$ cat src/rtl/sram_port_arbiter.sv
// ---------------------------------------------------------------------------
// sram_port_arbiter
//   Shares one fabric SRAM port between two requesters:
//     req 0 = AHB-Lite SRAM interface, req 1 = bootloader/UART loader path.
//   Round-robin grant when idle. A beat with req_lock=1 keeps ownership for
//   that requester until it sends a beat with req_lock=0. All mem_* outputs
//   are registered. Read data returns two cycles after accept and is tagged
//   with the issuing requester.
//
// Optional feature (macro SRAM_ARB_LOCK_TIMEOUT_EN):
//   A lock owner that presents no request for LOCK_TIMEOUT consecutive cycles
//   loses ownership and sets the sticky lock_err flag (cleared by reset only).
//   Without the macro a lock is held indefinitely and lock_err is tied 0.
//
// Ports
//   HCLK, HRESETN            clock, async active-low reset
//   req_valid/write/lock [2] per-requester request controls
//   req_addr   [2*AW]        word address, req 0 in low AW bits
//   req_byteen [8]           byte enables, req 0 in [3:0]
//   req_wdata  [64]          write data,   req 0 in [31:0]
//   req_gnt    [2]           combinational one-hot/zero grant
//   rsp_rvalid [2]           one-hot read-data-valid pulse
//   rsp_rdata  [32]          read data (mem_rdata passthrough)
//   mem_*                    registered SRAM port; mem_rdata is 1-cycle latency
//   busy                     owned state or a beat on the mem port
//   lock_err                 sticky lock-timeout flag
// ---------------------------------------------------------------------------

// Per-requester grant / response-steering slice.
module sram_arb_lane (
  input  logic valid_i,        // this requester asks
  input  logic other_valid_i,  // the other requester asks
  input  logic own_self_i,     // this requester holds the lock
  input  logic own_other_i,    // the other requester holds the lock
  input  logic prio_i,         // this requester wins a tie
  input  logic rsp_vld_i,      // read data returning this cycle
  input  logic rsp_id_i,       // returning read belongs to this requester
  output logic gnt_o,
  output logic rvalid_o
);
  assign gnt_o    = valid_i & ~own_other_i & (own_self_i | ~other_valid_i | prio_i);
  assign rvalid_o = rsp_vld_i & rsp_id_i;
endmodule

module sram_port_arbiter #(
  parameter  int MEM_DEPTH    = 65536,
  parameter  int LOCK_TIMEOUT = 64,
  localparam int MEM_AWIDTH   = $clog2(MEM_DEPTH)
) (
  input  logic                    HCLK,
  input  logic                    HRESETN,
  input  logic [1:0]              req_valid,
  input  logic [1:0]              req_write,
  input  logic [1:0]              req_lock,
  input  logic [2*MEM_AWIDTH-1:0] req_addr,
  input  logic [7:0]              req_byteen,
  input  logic [63:0]             req_wdata,
  output logic [1:0]              req_gnt,
  output logic [1:0]              rsp_rvalid,
  output logic [31:0]             rsp_rdata,
  input  logic [31:0]             mem_rdata,
  output logic                    mem_ren,
  output logic                    mem_wen,
  output logic [MEM_AWIDTH-1:0]   mem_addr,
  output logic [3:0]              mem_byteen,
  output logic [31:0]             mem_wdata,
  output logic                    busy,
  output logic                    lock_err
);

  localparam int NUM_REQ   = 2;
  localparam int RD_STAGES = 2;  // accept -> mem port -> read data

  typedef enum logic [1:0] {IDLE = 2'd0, OWN0 = 2'd1, OWN1 = 2'd2} state_e;

  typedef struct packed {
    logic                  write;
    logic                  lock;
    logic [MEM_AWIDTH-1:0] addr;
    logic [3:0]            be;
    logic [31:0]           wdata;
  } req_t;

  state_e                state_q, state_d;
  logic                  last_q, last_d;   // index of the last accepted requester
  req_t [NUM_REQ-1:0]    req;
  req_t                  cur;
  logic                  acc, sel;

  // Read tag pipe: stage 1 doubles as mem_ren, stage 2 is the response cycle.
  logic [RD_STAGES:1]    rd_vld_pipe;
  logic [RD_STAGES:1]    rd_id_pipe;

  logic                  mem_wen_q;
  logic [MEM_AWIDTH-1:0] mem_addr_q;
  logic [3:0]            mem_byteen_q;
  logic [31:0]           mem_wdata_q;

  for (genvar i = 0; i < NUM_REQ; i++) begin : g_lane
    assign req[i] = {req_write[i], req_lock[i],
                     req_addr[i*MEM_AWIDTH +: MEM_AWIDTH],
                     req_byteen[4*i +: 4], req_wdata[32*i +: 32]};

    sram_arb_lane u_lane (
      .valid_i       (req_valid[i]),
      .other_valid_i (req_valid[NUM_REQ-1-i]),
      .own_self_i    (state_q == ((i == 0) ? OWN0 : OWN1)),
      .own_other_i   (state_q == ((i == 0) ? OWN1 : OWN0)),
      .prio_i        (last_q != 1'(i)),
      .rsp_vld_i     (rd_vld_pipe[RD_STAGES]),
      .rsp_id_i      (rd_id_pipe[RD_STAGES] == 1'(i)),
      .gnt_o         (req_gnt[i]),
      .rvalid_o      (rsp_rvalid[i])
    );
  end

  assign acc = |(req_valid & req_gnt);
  assign sel = req_gnt[1];
  assign cur = req[sel];

`ifdef SRAM_ARB_LOCK_TIMEOUT_EN
  localparam int CNT_W = $clog2(LOCK_TIMEOUT + 1);
  logic [CNT_W-1:0] cnt_q, cnt_d;
  logic             lock_err_q;
  logic             owner_idle, tmo_hit;

  // Counts owner-absent cycles; the last one before LOCK_TIMEOUT breaks the lock.
  assign owner_idle = ((state_q == OWN0) & ~req_valid[0]) |
                      ((state_q == OWN1) & ~req_valid[1]);
  assign tmo_hit    = owner_idle & (cnt_q == CNT_W'(LOCK_TIMEOUT - 1));

  always_comb begin
    cnt_d = cnt_q;
    if (acc || tmo_hit) cnt_d = '0;
    else if (owner_idle) cnt_d = cnt_q + 1'b1;
  end

  assign lock_err = lock_err_q;
`else
  logic unused_timeout;
  assign unused_timeout = (LOCK_TIMEOUT > 0);
  assign lock_err       = 1'b0;
`endif

  always_comb begin
    state_d = state_q;
    last_d  = last_q;
    if (acc) begin
      last_d  = sel;
      state_d = cur.lock ? (sel ? OWN1 : OWN0) : IDLE;
    end
`ifdef SRAM_ARB_LOCK_TIMEOUT_EN
    else if (tmo_hit) begin
      state_d = IDLE;
    end
`endif
  end

  always_ff @(posedge HCLK or negedge HRESETN) begin
    if (!HRESETN) begin
      state_q      <= IDLE;
      last_q       <= 1'b1;   // req 0 wins the first tie
      rd_vld_pipe  <= '0;
      rd_id_pipe   <= '0;
      mem_wen_q    <= 1'b0;
      mem_addr_q   <= '0;
      mem_byteen_q <= '0;
      mem_wdata_q  <= '0;
`ifdef SRAM_ARB_LOCK_TIMEOUT_EN
      cnt_q        <= '0;
      lock_err_q   <= 1'b0;
`endif
    end else begin
      state_q     <= state_d;
      last_q      <= last_d;
      rd_vld_pipe <= {rd_vld_pipe[RD_STAGES-1:1], acc & ~cur.write};
      rd_id_pipe  <= {rd_id_pipe[RD_STAGES-1:1], sel};
      mem_wen_q   <= acc & cur.write;
      if (acc) begin
        mem_addr_q   <= cur.addr;
        mem_byteen_q <= cur.write ? cur.be : 4'hF;
        mem_wdata_q  <= cur.wdata;
      end
`ifdef SRAM_ARB_LOCK_TIMEOUT_EN
      cnt_q      <= cnt_d;
      lock_err_q <= lock_err_q | tmo_hit;
`endif
    end
  end

  assign mem_ren    = rd_vld_pipe[1];
  assign mem_wen    = mem_wen_q;
  assign mem_addr   = mem_addr_q;
  assign mem_byteen = mem_byteen_q;
  assign mem_wdata  = mem_wdata_q;
  assign rsp_rdata  = mem_rdata;
  assign busy       = (state_q != IDLE) | mem_ren | mem_wen_q;

endmodule

$ cat config.mk
export PLATFORM = sky130hd
export DESIGN_NAME = sram_port_arbiter
export DESIGN_NICKNAME = d
export VERILOG_FILES = /design/src/rtl/sram_port_arbiter.sv
export SDC_FILE = /design/constraint.sdc
export NUM_CORES = 1
export LEC_CHECK = 0
export ABC_AREA = 1
export BUFFER_PORTS_ARGS = -buffer_cell sky130_fd_sc_hd__buf_4
export CELL_PAD_IN_SITES_DETAIL_PLACEMENT = 0
export CELL_PAD_IN_SITES_GLOBAL_PLACEMENT = 1
export CORE_MARGIN = 4
export CORE_UTILIZATION = 29
export DETAILED_ROUTE_END_ITERATION = 7
export GPL_ROUTABILITY_DRIVEN = 0
export HOLD_SLACK_MARGIN = 0.08
export PLACE_DENSITY_LB_ADDON = 0.1
export RECOVER_POWER = 25
export SYNTH_ARGS = -nofsm -noshare
export SYNTH_HDL_FRONTEND = slang
export SYNTH_HIERARCHICAL = 1
export SYNTH_SLANG_ARGS = --single-unit
export TNS_END_PERCENT = 50
$ cat constraint.sdc
create_clock -name HCLK -period 3.87 [get_ports HCLK]
set_clock_uncertainty 0.15 [all_clocks]
set_input_delay 0.9675 -clock HCLK [delete_from_list [all_inputs] [get_ports HCLK]]
set_output_delay 0.9675 -clock HCLK [all_outputs]
set_load 0.05 [all_outputs]
Yosys cells after proc, flatten, opt, wreduce, memory -nomap -nowiden

Cells that the tools add are included.
W data, S select, Z words.

Register bits: 60
Output and inout bits: 92
Logic and storage cells: 40

Equal/unequal tests: 2
Mux-type cells: 5
Reductions and logical operators: 2
Order comparisons: 1
Bitwise logic cells: 22

Operators by type and width:

| cell                 | number |
|---|---|
| $mux W54             | 2 |
| $and A1 B1 Y1        | 8 |
| $not A1 Y1           | 7 |
| $or A1 B1 Y1         | 6 |
| $mux W2              | 2 |
| $mux W4              | 1 |
| $and A2 B2 Y2        | 1 |
| $eq A2 B1 Y1 const B | 1 |
| $eq A2 B2 Y1 const B | 1 |
| $lt A1 B2 Y1 const B | 1 |
| $reduce_bool A2 Y1   | 1 |
| $reduce_or A2 Y1     | 1 |

Logic depth before layout (Yosys ltp)

Depth in word-level cells: 8
Depth in mapped cells: 13
Mapped depth without buffers: 12

Modules after synthesis

Netlist, hierarchy kept.

Modules (own cells, without submodules):

| module            | instances | area each (um2) | cells an instance | seq. area each (um2) |
|---|---|---|---|---|
| sram_port_arbiter | 1         | 3225.6          | 465               | 1502.7 |
| sram_arb_lane     | 2         | 37.5            | 9                 | 0.0 |

Worst setup path before layout

Ideal clock, no wire load.

Path type: input to output
Start point: input req_valid[0]
End point: output req_gnt[0]
Setup slack: 1331 ps
Buffers on the path: 0
Stages: 4
Required time: 2753 ps
Data arrival time: 1422 ps
Path through: inv_1 nor2_2 nand2_1 inv_1

Cells in the longest elaborated chain, start to end: 2

RTL lines:

| element                    | line | text |
|---|---|---|
| from (decl)                | 52   | `input logic [1:0] req_valid,` |
| $and A1 B1 Y1 (2 in a row) | 41   | `assign gnt_o = valid_i & ~own_other_i & (own_self_i \| ~other_valid_i \| prio_i);` |
| to (decl)                  | 58   | `output logic [1:0] req_gnt,` |

Every way passes these cells.

Final worst setup path

Start point: input req_valid[1]
End point: output req_gnt[1]

Same word-level chain as after synthesis.

==> qor.csv <==
stage,metric,value,unit
outcome,status,"finished, violations left",
outcome,violations,"max-capacitance violations, max-slew violations",
global_route,overflow,0,
place,dp_hpwl,6740,um
setup_path,cp_slowest_cell,inv_2,
power,sequentialPowerShare,24.5,%
clocking,clk_latency,0.32,ns
final_layout,final_cells,756,
synthesis,syn-cell-area,3300,sq um
final_layout,drive_gt1_share,31.7,%
final_layout,regArea,1500,sq um
clocking,cts_max_level,3,
setup_path,crit_chain,"buf_4, inv_1, nor2_2, nand2_1, inv_2, buf_4",
final_layout,antenna_cells,0,
setup_path,r2r-end,mem_byteen[0],
clocking,cts_tree,yes,
flow_run,max_cap_viol_count,1,
global_route,grt_max_degree,61,
floorplan,fp.dieW,115,um
timing,rsz0062_at_grt,false,
route,remaining_drc_errors,0,
timing,slew_violations,61,
final_layout,finalNetCount,755,
route,dr_total_vias,3156,
clocking,cts_resized,0,
timing,fmax,342,MHz
final_layout,fin_area,4720,sq um
setup_path,rr_startpoint,state_q[1],
setup_path,cp_slowest_stage_delay,0.29,ns
power,finalPower,4.38,mW
setup_path,worst-path-buf-inv,4,
final_layout,final_util,43.0,%
setup_path,crit_fanout,22,
min_path,hold_end,rd_id_pipe[2],
timing,whs,0.195,ns
clocking,clock-sinks,60,
setup_path,cp-start-kind,primary input,
final_layout,fillers,1181,
power,internal_power,2.25,mW
timing,hold_viol,0,
min_path,hold-path-cell-count,0,
timing,fin_setup_tns,0,ns
floorplan,fp-row-count,38,
synthesis,synth_fp_nets,627,
place,port_buffers,170,
setup_path,crit_family,buffers and inverters,
route,drt_first_iter_violations,131,
timing,finalSetupViolations,0,
clocking,clockBufferDepth,2,
min_path,hold_class,flip-flop to flip-flop,
route,vias_per_cell,4.17,
clocking,post_cts_buffers,0,
synthesis,ys_seq_area_share,45.5,%
timing,relSlewSlack,-1.43,%
synthesis,avgSynthCellArea,6.83,sq um
power,p_leak,2.85,nW
final_layout,multi_input_area,1310,sq um
synthesis,ys_seq_elements,60,
timing,layout_min_cycle_time,2.92,ns
setup_path,endpoint_kind,primary output,
clocking,postCtsHoldBufs,0,
place,post_dp_cell_area,4370,sq um
global_route,grt_usage,14.6,%
route,drt_pass1_iterations,4,
clocking,cts.clk_slew.worst_paths,0.05,ns
power,comb_power_share,54.3,%
min_path,min_from,rd_id_pipe[1],
floorplan,initial_utilization,30.1,%
route,drt_wl_total,9640,um
setup_path,setup.worst_path.class,primary input to primary output,
final_layout,syn2layout_area_growth,43.1,%
clocking,cts_root_buf,clkbuf_16,
synthesis,synth_cells,483,
floorplan,die_h,115,um
floorplan,pin_count,236,
synthesis,yosysWarnings,6,
clocking,numCtsBuffers,9,
global_route,grt_pass1_vias,3234,
timing,fin_crit_sh,75.5,%
synthesis,ys_types,15,
global_route,grt_pass1_wl,15500,um
timing,setup_ws,0.950,ns
power,power.switching,2.14,mW
timing,tightest_slew,1.52,ns
floorplan,die-area,13200,sq um
setup_path,worst-r2r-setup-slack,1.59,ns
floorplan,core,11000,sq um
global_route,antenna_found_initial,0,
power,power_density,929,nW/um^2
setup_path,crit_arrival,1.80,ns
route,antenna_left,0,
power,pwr-share-clk,21.2,%
setup_path,reg2reg_depth,12,
power,peakVddDrop,0.000358,V
place,dp_slack,0.944,ns
place,place_inst,740,
route,post_drt_wl_per_cell,12.8,um
power,switching_share,48.7,%
setup_path,critPathMostFrequentCell,buf_4,
setup_path,worstPathRequired,2.75,ns
==> layer usage <==
layer	track usage, %	vias up	routed length [um]
li1	-	1642	-
met1	17.3	1375	3910
met2	23.9	117	4530
met3	5.66	22	1060
met4	5.62	0	139
met5	0	-	0
==> worst max path at each step <==
stage / startpoint / end / cells after the start
final: req_valid[1] / req_gnt[1] / 6
after global routing: req_valid[1] / req_gnt[1] / 6
after CTS: req_valid[1] / req_gnt[1] / 6
after detailed placement: req_valid[1] / req_gnt[1] / 6
after global placement: req_valid[1] / req_gnt[1] / 6
after floorplan: req_valid[0] / req_gnt[0] / 4
==> final cells by class <==
class | count | area share [%]
timing repair buffer | 173 | 27.5
sequential | 60 | 31.8
tap | 140 | 3.71
clock buffer | 12 | 5.43
multi-input combinational | 343 | 27.7
inverter | 24 | 1.91
clock inverter | 4 | 2.01
==> cells in the final DEF, fill, tap and decap left out, types with 2 or more instances in the layout <==
cell	count
nor2_2	2
clkbuf_16	9
nor2_1	4
bufinv_16	3
dfrtp_1	59
nand3_1	5
buf_4	172
inv_1	21
clkbuf_8	2
nand2_1	326
o21ai_0	3
inv_2	3
==> cells in the mapped netlist (all sizes together) <==
cell,instances,area (sq um)
nand2,327,1230
conb,1,3.75
nor2,6,27.5
dfstp,1,26.3
o21ai,3,15.0
a21oi,1,5.00
nand3,5,25.0
inv,24,90.1
dfrtp,59,1480
buf,56,402
==> flip-flops by register name (all words and copies together), names as in the netlist <==
register	cells
rd_id_pipe	2
mem_addr	16
state_q	2
mem_wdata	32
mem_byteen	4
last_q	1
mem_wen	1
rd_vld_pipe	2
==> cells by family (layout without fill, tap and decap cells) <==
logic type	after synthesis	after routing	share of synthesized area, %
AND/OR/NAND/NOR	338	338	38.9
other	1	1	0.114
AO/OA/AOI/OAI	4	4	0.606
buffers and inverters	80	213	14.9
flip-flops	60	60	45.5
==> power by group through the flow <==
stage / logic (mW) / clock network, mW / registers [mW]
2_1_floorplan: 0.882 / 0 / 1.97
3_3_place_gp: 2.42 / 0 / 1.07
3_5_place_dp: 2.43 / 0 / 1.08
4_1_cts: 2.43 / 0.953 / 1.08
5_1_grt: 2.59 / 0.983 / 1.11
6_report: 2.38 / 0.929 / 1.07
Power figures use the tool's default switching activity.
